## src/rtl/tft_spi_rx_decoder.sv

```systemverilog
// Purpose: panel-side TFT SPI receiver; deserialises D/C-tagged bytes and decodes CASET/PASET/RAMWR into pixel events.
// Latency: byte_valid and pix_valid appear SYNC_STAGES+1 clk cycles after the 8th physical tft_clk rising edge.
// Backpressure: none; the panel always accepts, every output is a single-cycle pulse.
module tft_spi_rx_decoder #(
    parameter int SYNC_STAGES = 2,
    parameter int WIDTH       = 240,
    parameter int HEIGHT      = 320,
    parameter int COORD_W     = 9
) (
    input  logic               clk,
    input  logic               rst,
    input  logic               tft_mosi,
    input  logic               tft_cs,
    input  logic               tft_dc,
    input  logic               tft_clk,
    output logic [7:0]         byte_data,
    output logic               byte_dc,
    output logic               byte_valid,
    output logic [COORD_W-1:0] pix_x,
    output logic [COORD_W-1:0] pix_y,
    output logic [15:0]        pix_rgb,
    output logic               pix_valid,
    output logic               frame_err
);

    localparam logic [15:0] XE_RST = 16'(WIDTH - 1);
    localparam logic [15:0] YE_RST = 16'(HEIGHT - 1);

    localparam logic [7:0] CMD_CASET = 8'h2A;
    localparam logic [7:0] CMD_PASET = 8'h2B;
    localparam logic [7:0] CMD_RAMWR = 8'h2C;

    typedef enum logic [1:0] {
        ST_IDLE,
        ST_CASET,
        ST_PASET,
        ST_RAMWR
    } state_t;

    // Synchroniser chains; reset to the idle levels of the bus
    logic [SYNC_STAGES-1:0] sync_cs;
    logic [SYNC_STAGES-1:0] sync_clk;
    logic [SYNC_STAGES-1:0] sync_mosi;
    logic [SYNC_STAGES-1:0] sync_dc;
    logic                   clk_prev;

    logic s_cs;
    logic s_clk;
    logic s_mosi;
    logic s_dc;
    logic sclk_rise;

    // Deserialiser state
    logic [6:0] shift;
    logic [2:0] bit_cnt;
    logic       byte_stb;
    logic [7:0] rx_byte;

    // Decoder state
    state_t      state;
    logic [2:0]  pidx;
    logic [23:0] shadow;
    logic [15:0] xs;
    logic [15:0] xe;
    logic [15:0] ys;
    logic [15:0] ye;
    logic [15:0] cx;
    logic [15:0] cy;
    logic        phase_lo;
    logic [7:0]  hi_byte;

    // Bring the asynchronous SPI pins into the clk domain
    always_ff @(posedge clk or negedge rst) begin
        if (!rst) begin
            sync_cs   <= '1;
            sync_clk  <= '0;
            sync_mosi <= '1;
            sync_dc   <= '0;
            clk_prev  <= 1'b0;
        end else begin
            sync_cs   <= {sync_cs[SYNC_STAGES-2:0], tft_cs};
            sync_clk  <= {sync_clk[SYNC_STAGES-2:0], tft_clk};
            sync_mosi <= {sync_mosi[SYNC_STAGES-2:0], tft_mosi};
            sync_dc   <= {sync_dc[SYNC_STAGES-2:0], tft_dc};
            clk_prev  <= sync_clk[SYNC_STAGES-1];
        end
    end

    assign s_cs      = sync_cs[SYNC_STAGES-1];
    assign s_clk     = sync_clk[SYNC_STAGES-1];
    assign s_mosi    = sync_mosi[SYNC_STAGES-1];
    assign s_dc      = sync_dc[SYNC_STAGES-1];
    assign sclk_rise = s_clk & ~clk_prev;

    // A full byte completes on the 8th rise while selected; the decoder consumes it in the same cycle
    assign byte_stb = ~s_cs & sclk_rise & (bit_cnt == 3'd7);
    assign rx_byte  = {shift, s_mosi};

    // Shift MSB-first while CS is low; releasing CS mid-byte discards the partial and flags it once
    always_ff @(posedge clk or negedge rst) begin
        if (!rst) begin
            shift      <= '0;
            bit_cnt    <= '0;
            byte_data  <= '0;
            byte_dc    <= 1'b0;
            byte_valid <= 1'b0;
            frame_err  <= 1'b0;
        end else begin
            byte_valid <= 1'b0;
            frame_err  <= 1'b0;
            if (s_cs) begin
                if (bit_cnt != 3'd0) begin
                    frame_err <= 1'b1;
                end
                bit_cnt <= '0;
            end else if (sclk_rise) begin
                shift   <= {shift[5:0], s_mosi};
                bit_cnt <= bit_cnt + 3'd1;
                if (bit_cnt == 3'd7) begin
                    byte_data  <= rx_byte;
                    byte_dc    <= s_dc;
                    byte_valid <= 1'b1;
                end
            end
        end
    end

    // Command decoder: window registers, RAMWR cursor and pixel emission
    always_ff @(posedge clk or negedge rst) begin
        if (!rst) begin
            state     <= ST_IDLE;
            pidx      <= '0;
            shadow    <= '0;
            xs        <= '0;
            xe        <= XE_RST;
            ys        <= '0;
            ye        <= YE_RST;
            cx        <= '0;
            cy        <= '0;
            phase_lo  <= 1'b0;
            hi_byte   <= '0;
            pix_x     <= '0;
            pix_y     <= '0;
            pix_rgb   <= '0;
            pix_valid <= 1'b0;
        end else begin
            pix_valid <= 1'b0;
            if (byte_stb) begin
                if (!s_dc) begin
                    // Any command aborts whatever was in progress, including a half pixel
                    pidx     <= '0;
                    phase_lo <= 1'b0;
                    case (rx_byte)
                        CMD_CASET: state <= ST_CASET;
                        CMD_PASET: state <= ST_PASET;
                        CMD_RAMWR: begin
                            state <= ST_RAMWR;
                            cx    <= xs;
                            cy    <= ys;
                        end
                        default:   state <= ST_IDLE;
                    endcase
                end else begin
                    case (state)
                        ST_CASET, ST_PASET: begin
                            if (pidx < 3'd3) begin
                                shadow <= {shadow[15:0], rx_byte};
                                pidx   <= pidx + 3'd1;
                            end else if (pidx == 3'd3) begin
                                // Window commits only once all four parameters have arrived
                                pidx <= 3'd4;
                                if (state == ST_CASET) begin
                                    xs <= shadow[23:8];
                                    xe <= {shadow[7:0], rx_byte};
                                end else begin
                                    ys <= shadow[23:8];
                                    ye <= {shadow[7:0], rx_byte};
                                end
                            end
                        end
                        ST_RAMWR: begin
                            if (!phase_lo) begin
                                hi_byte  <= rx_byte;
                                phase_lo <= 1'b1;
                            end else begin
                                phase_lo  <= 1'b0;
                                pix_rgb   <= {hi_byte, rx_byte};
                                pix_x     <= cx[COORD_W-1:0];
                                pix_y     <= cy[COORD_W-1:0];
                                pix_valid <= 1'b1;
                                if (cx == xe) begin
                                    cx <= xs;
                                    cy <= (cy == ye) ? ys : cy + 16'd1;
                                end else begin
                                    cx <= cx + 16'd1;
                                end
                            end
                        end
                        default: ;
                    endcase
                end
            end
        end
    end

endmodule

```

## config.mk

```make
export PLATFORM = sky130hd
export DESIGN_NAME = tft_spi_rx_decoder
export DESIGN_NICKNAME = d
export VERILOG_FILES = /design/src/rtl/tft_spi_rx_decoder.sv
export SDC_FILE = /design/constraint.sdc
export NUM_CORES = 1
export LEC_CHECK = 0
export BUFFER_PORTS_ARGS = -buffer_cell sky130_fd_sc_hd__clkbuf_2
export CORE_ASPECT_RATIO = 1.25
export CORE_MARGIN = 8
export CORE_UTILIZATION = 35
export CTS_CLUSTER_SIZE = 30
export DETAILED_ROUTE_END_ITERATION = 10
export HOLD_SLACK_MARGIN = 0.08
export PLACE_DENSITY = 0.52
export SLEW_MARGIN = 20
export SYNTH_ARGS = -nofsm -noshare
export SYNTH_HDL_FRONTEND = slang
export SYNTH_SLANG_ARGS = --single-unit
```

## constraint.sdc

```tcl
create_clock -name clk -period 3.1 [get_ports clk]
set_clock_uncertainty 0.15 [all_clocks]
set_input_delay 0.155 -clock clk [delete_from_list [all_inputs] [get_ports clk]]
set_output_delay 0.155 -clock clk [all_outputs]
set_load 0.01 [all_outputs]
```

==> results.py <==
metrics = {
    "critical_path": {
        "crit_cells": 9,
        "crit_path_end_kind": "flip-flop",
        "r2r-end": "cy[10]",
        "path_cells": "ha_1, ha_1, nand4bb_1, or3_2, buf_12, nand2_2, buf_4, o211ai_1, a32oi_1",
        "worst-setup-path-type": "flip-flop to flip-flop",
        "critPathLaunchType": "flip-flop",
        "slowest_stage": "or3_2",
        "path_delay_family": "simple AND/OR/NAND/NOR gates",
        "r2r_start": "bit_cnt[1]",
        "required_ns": 3.29,
        "crit_buf_inv": 2,
        "ff2ff_path_depth": 9,
        "cp.arrival_ns": 2.88,
        "crit_end": "cy[10]",
        "cp_max_fo": 47,
        "cp_common_cell": "ha_1",
        "slowest_delay_ns": 0.64,
        "worstSetupStartpoint": "bit_cnt[1]",
        "r2r_slack_ns": 0.41,
    },
    "clocking": {
        "cts_hold_repair.buffers": 5,
        "ctsResizeCount": 0,
        "numCtsBuffers": 17,
        "cts-root-buf": "clkbuf_16",
        "cts_sinks": 199,
        "clock_latency_ns": 0.43,
        "cts_setup_buffers": 0,
        "htree_levels": 4,
        "cts_tree": "built",
        "clkTransAtPathRegs_ns": 0.07,
        "clock_path_buffers": 2,
    },
    "floorplanning": {
        "rows": 65,
        "core-area_sq_um": 25300,
        "die_w_um": 159,
        "die_h_um": 195,
        "start_util_pct": 35.6,
        "die_area_sq_um": 31100,
        "ios": 52,
    },
    "placed_design": {
        "placedCellCount": 1114,
        "place.gp.congestion": 0.822,
        "dpl_cell_area_sq_um": 9650,
        "io_buffers": 51,
        "hpwlAfterDp_um": 14600,
    },
    "drt": {
        "wl_per_cell_um": 18.6,
        "vias": 5738,
        "vias_per_cell": 4.99,
        "detail_route.iter0.violations": 260,
        "drc": 0,
        "routed_wl_um": 21400,
        "ant_nets": 0,
        "first_pass_iters": 4,
    },
    "power": {
        "p_clk_share_pct": 45.7,
        "p_seq_share_pct": 50.2,
        "power.leakage_nw": 5.20,
        "pwr_density_cell_nw_per_um2": 529,
        "switching_share_pct": 22.6,
        "peakVddDrop_mv": 0.369,
        "p_sw_w": 0.00124,
        "p_int_w": 0.00425,
        "comb_power_share_pct": 4.1,
        "p_total_w": 0.00549,
    },
    "timing": {
        "period_needed_ns": 2.69,
        "hold_violations": 0,
        "slew_headroom_pct": 58.3,
        "finalSetupTns_ns": 0,
        "period_share_pct": 86.7,
        "setup_viol": 0,
        "slew_violations": 0,
        "fmax_ghz": 0.372,
        "tightest_slew_ns": 0.623,
        "rsz0062_at_grt": "no",
    },
    "yosys": {
        "syn_nets": 766,
        "synth_seq_cells": 199,
        "syn_area_per_cell_sq_um": 12.0,
        "synth-main-ff-cell": "dfrtp_1",
        "ys_warn_count": 0,
        "synthArstFlopShare_pct": 100,
        "syn_inst": 751,
        "ys_seq_area_share_pct": 55.6,
        "synth_area_sq_um": 8990,
        "yosys.cell_types.count": 57,
        "synth_edf_count": 0,
    },
    "final_layout": {
        "area.growth.synth_to_final_pct": 15.2,
        "final_common_cell": "dfrtp_1",
        "final_area_sq_um": 10400,
        "final_util_pct": 41.0,
        "drive_above_1_share_pct": 29.3,
        "layout_common_cells": "dfrtp_1 (181), nand2_1 (141), mux2_2 (77), clkbuf_2 (50), mux2_4 (30)",
        "fin_nets": 818,
        "diodes": 0,
        "finalNonFillerCells": 1151,
    },
    "global_routing": {
        "grt_usage_pct": 14.0,
        "antenna_found_initial": 0,
        "grt_pass1_vias": 6041,
        "grt_overflow": 0,
        "grt_max_degree": 81,
        "grt_pass1_wl_um": 34500,
    },
    "worst_hold_path": {
        "hp-class": "primary input to asynchronous set/reset pin",
    },
    "run": {
        "cap_viol_max_count": 0,
    },
    "status": {
        "outcome": "finished, final reports clean",
    },
}
==> through the flow <==
stage	hold WS (ns)	worst slack, ns
2_1_floorplan	-0.291	0.787
3_3_place_gp	-0.00264	0.454
3_5_place_dp	-0.0000682	0.422
4_1_cts	0.0949	0.391
5_1_grt	0.110	0.181
6_report	0.0849	0.411
==> cell type report <==
type,count,area (sq um)
Clock buffer,20,437
Clock inverter,12,224
Fill cell,2446,14900
Inverter,25,95.1
Multi-Input combinational cell,483,3680
Sequential cell,199,5000
Tap cell,335,419
Timing Repair Buffer,77,509
==> logic make-up (layout without fill, tap and decap cells) <==
| family | after synthesis | in the layout | share of synthesized area (%) |
|---|---|---|---|
| AOI/OAI and AO/OA | 79 | 79 | 7.12 |
| xor gates and xnor gates | 45 | 45 | 4.38 |
| adders and majority gates | 9 | 9 | 1.25 |
| DFF | 199 | 199 | 55.6 |
| muxes | 124 | 124 | 16.6 |
| and+or+nand+nor | 226 | 226 | 11.5 |
| buffers and inverters | 69 | 134 | 3.55 |
==> worst min-delay path by stage <==
stage | start | to | slack [ns] | cells after the start
after CTS | rst | pix_rgb[12] | 0.09 | 2
after global routing | rst | pix_rgb[11] | 0.11 | 2
after floorplan | rst | bit_cnt[0] | -0.29 | 0
after global placement | rst | pix_rgb[12] | -0.003 | 1
after detailed placement | rst | pix_rgb[12] | -0.00007 | 1
final | rst | pix_rgb[11] | 0.08 | 2
==> per-layer routing <==
layer | up-vias | routed length, um | global-route usage (%)
li1 | 2717 | - | -
met1 | 2879 | 9730 | 18.0
met2 | 109 | 10200 | 22.9
met3 | 33 | 739 | 2.63
met4 | 0 | 691 | 6.02
met5 | - | 0 | 0
==> synthesized netlist by cell type (3+ instances only) <==
master / n / area share, %
dfrtp_1: 181 / 50
nand2_1: 141 / 5.9
mux2_2: 77 / 9.6
mux2_4: 30 / 5.0
inv_1: 24 / 1.0
buf_2: 23 / 1.3
xor2_1: 23 / 2.2
xnor2_1: 22 / 2.1
dfstp_2: 18 / 5.3
clkbuf_1: 17 / 0.71
nand3_1: 17 / 0.95
mux2i_1: 15 / 1.7
nand4_1: 15 / 1.0
nor2_1: 14 / 0.58
o211ai_1: 14 / 1.2
o21ai_0: 12 / 0.67
a22oi_1: 10 / 0.83
ha_1: 9 / 1.3
a21oi_1: 7 / 0.39
and3_1: 6 / 0.42
nor3_1: 6 / 0.33
nor4_1: 5 / 0.35
a211oi_1: 4 / 0.33
buf_6: 4 / 0.50
a2111oi_4: 3 / 0.92
a221o_1: 3 / 0.33
a22o_1: 3 / 0.29
a32oi_1: 3 / 0.29
and2_1: 3 / 0.21
and4_1: 3 / 0.29
o21ai_1: 3 / 0.17
or3_1: 3 / 0.21
==> power by group through the flow <==
stage,Combinational [W],Clock (W),Sequential [W]
5_1_grt,0.000249,0.00266,0.00276
3_5_place_dp,0.000227,0,0.00281
4_1_cts,0.000233,0.00257,0.00276
6_report,0.000224,0.00251,0.00275
2_1_floorplan,0.000147,0,0.00271
3_3_place_gp,0.000225,0,0.00281
==> registers in the layout (all words and copies together) (netlist names), 8 cells and up <==
name       count
byte_data      8
cx            16
cy            16
hi_byte        8
pix_rgb       16
pix_x          9
pix_y          9
shadow        24
xe            16
xs            16
ye            16
ys            16
(Power assumes the default switching activity.)
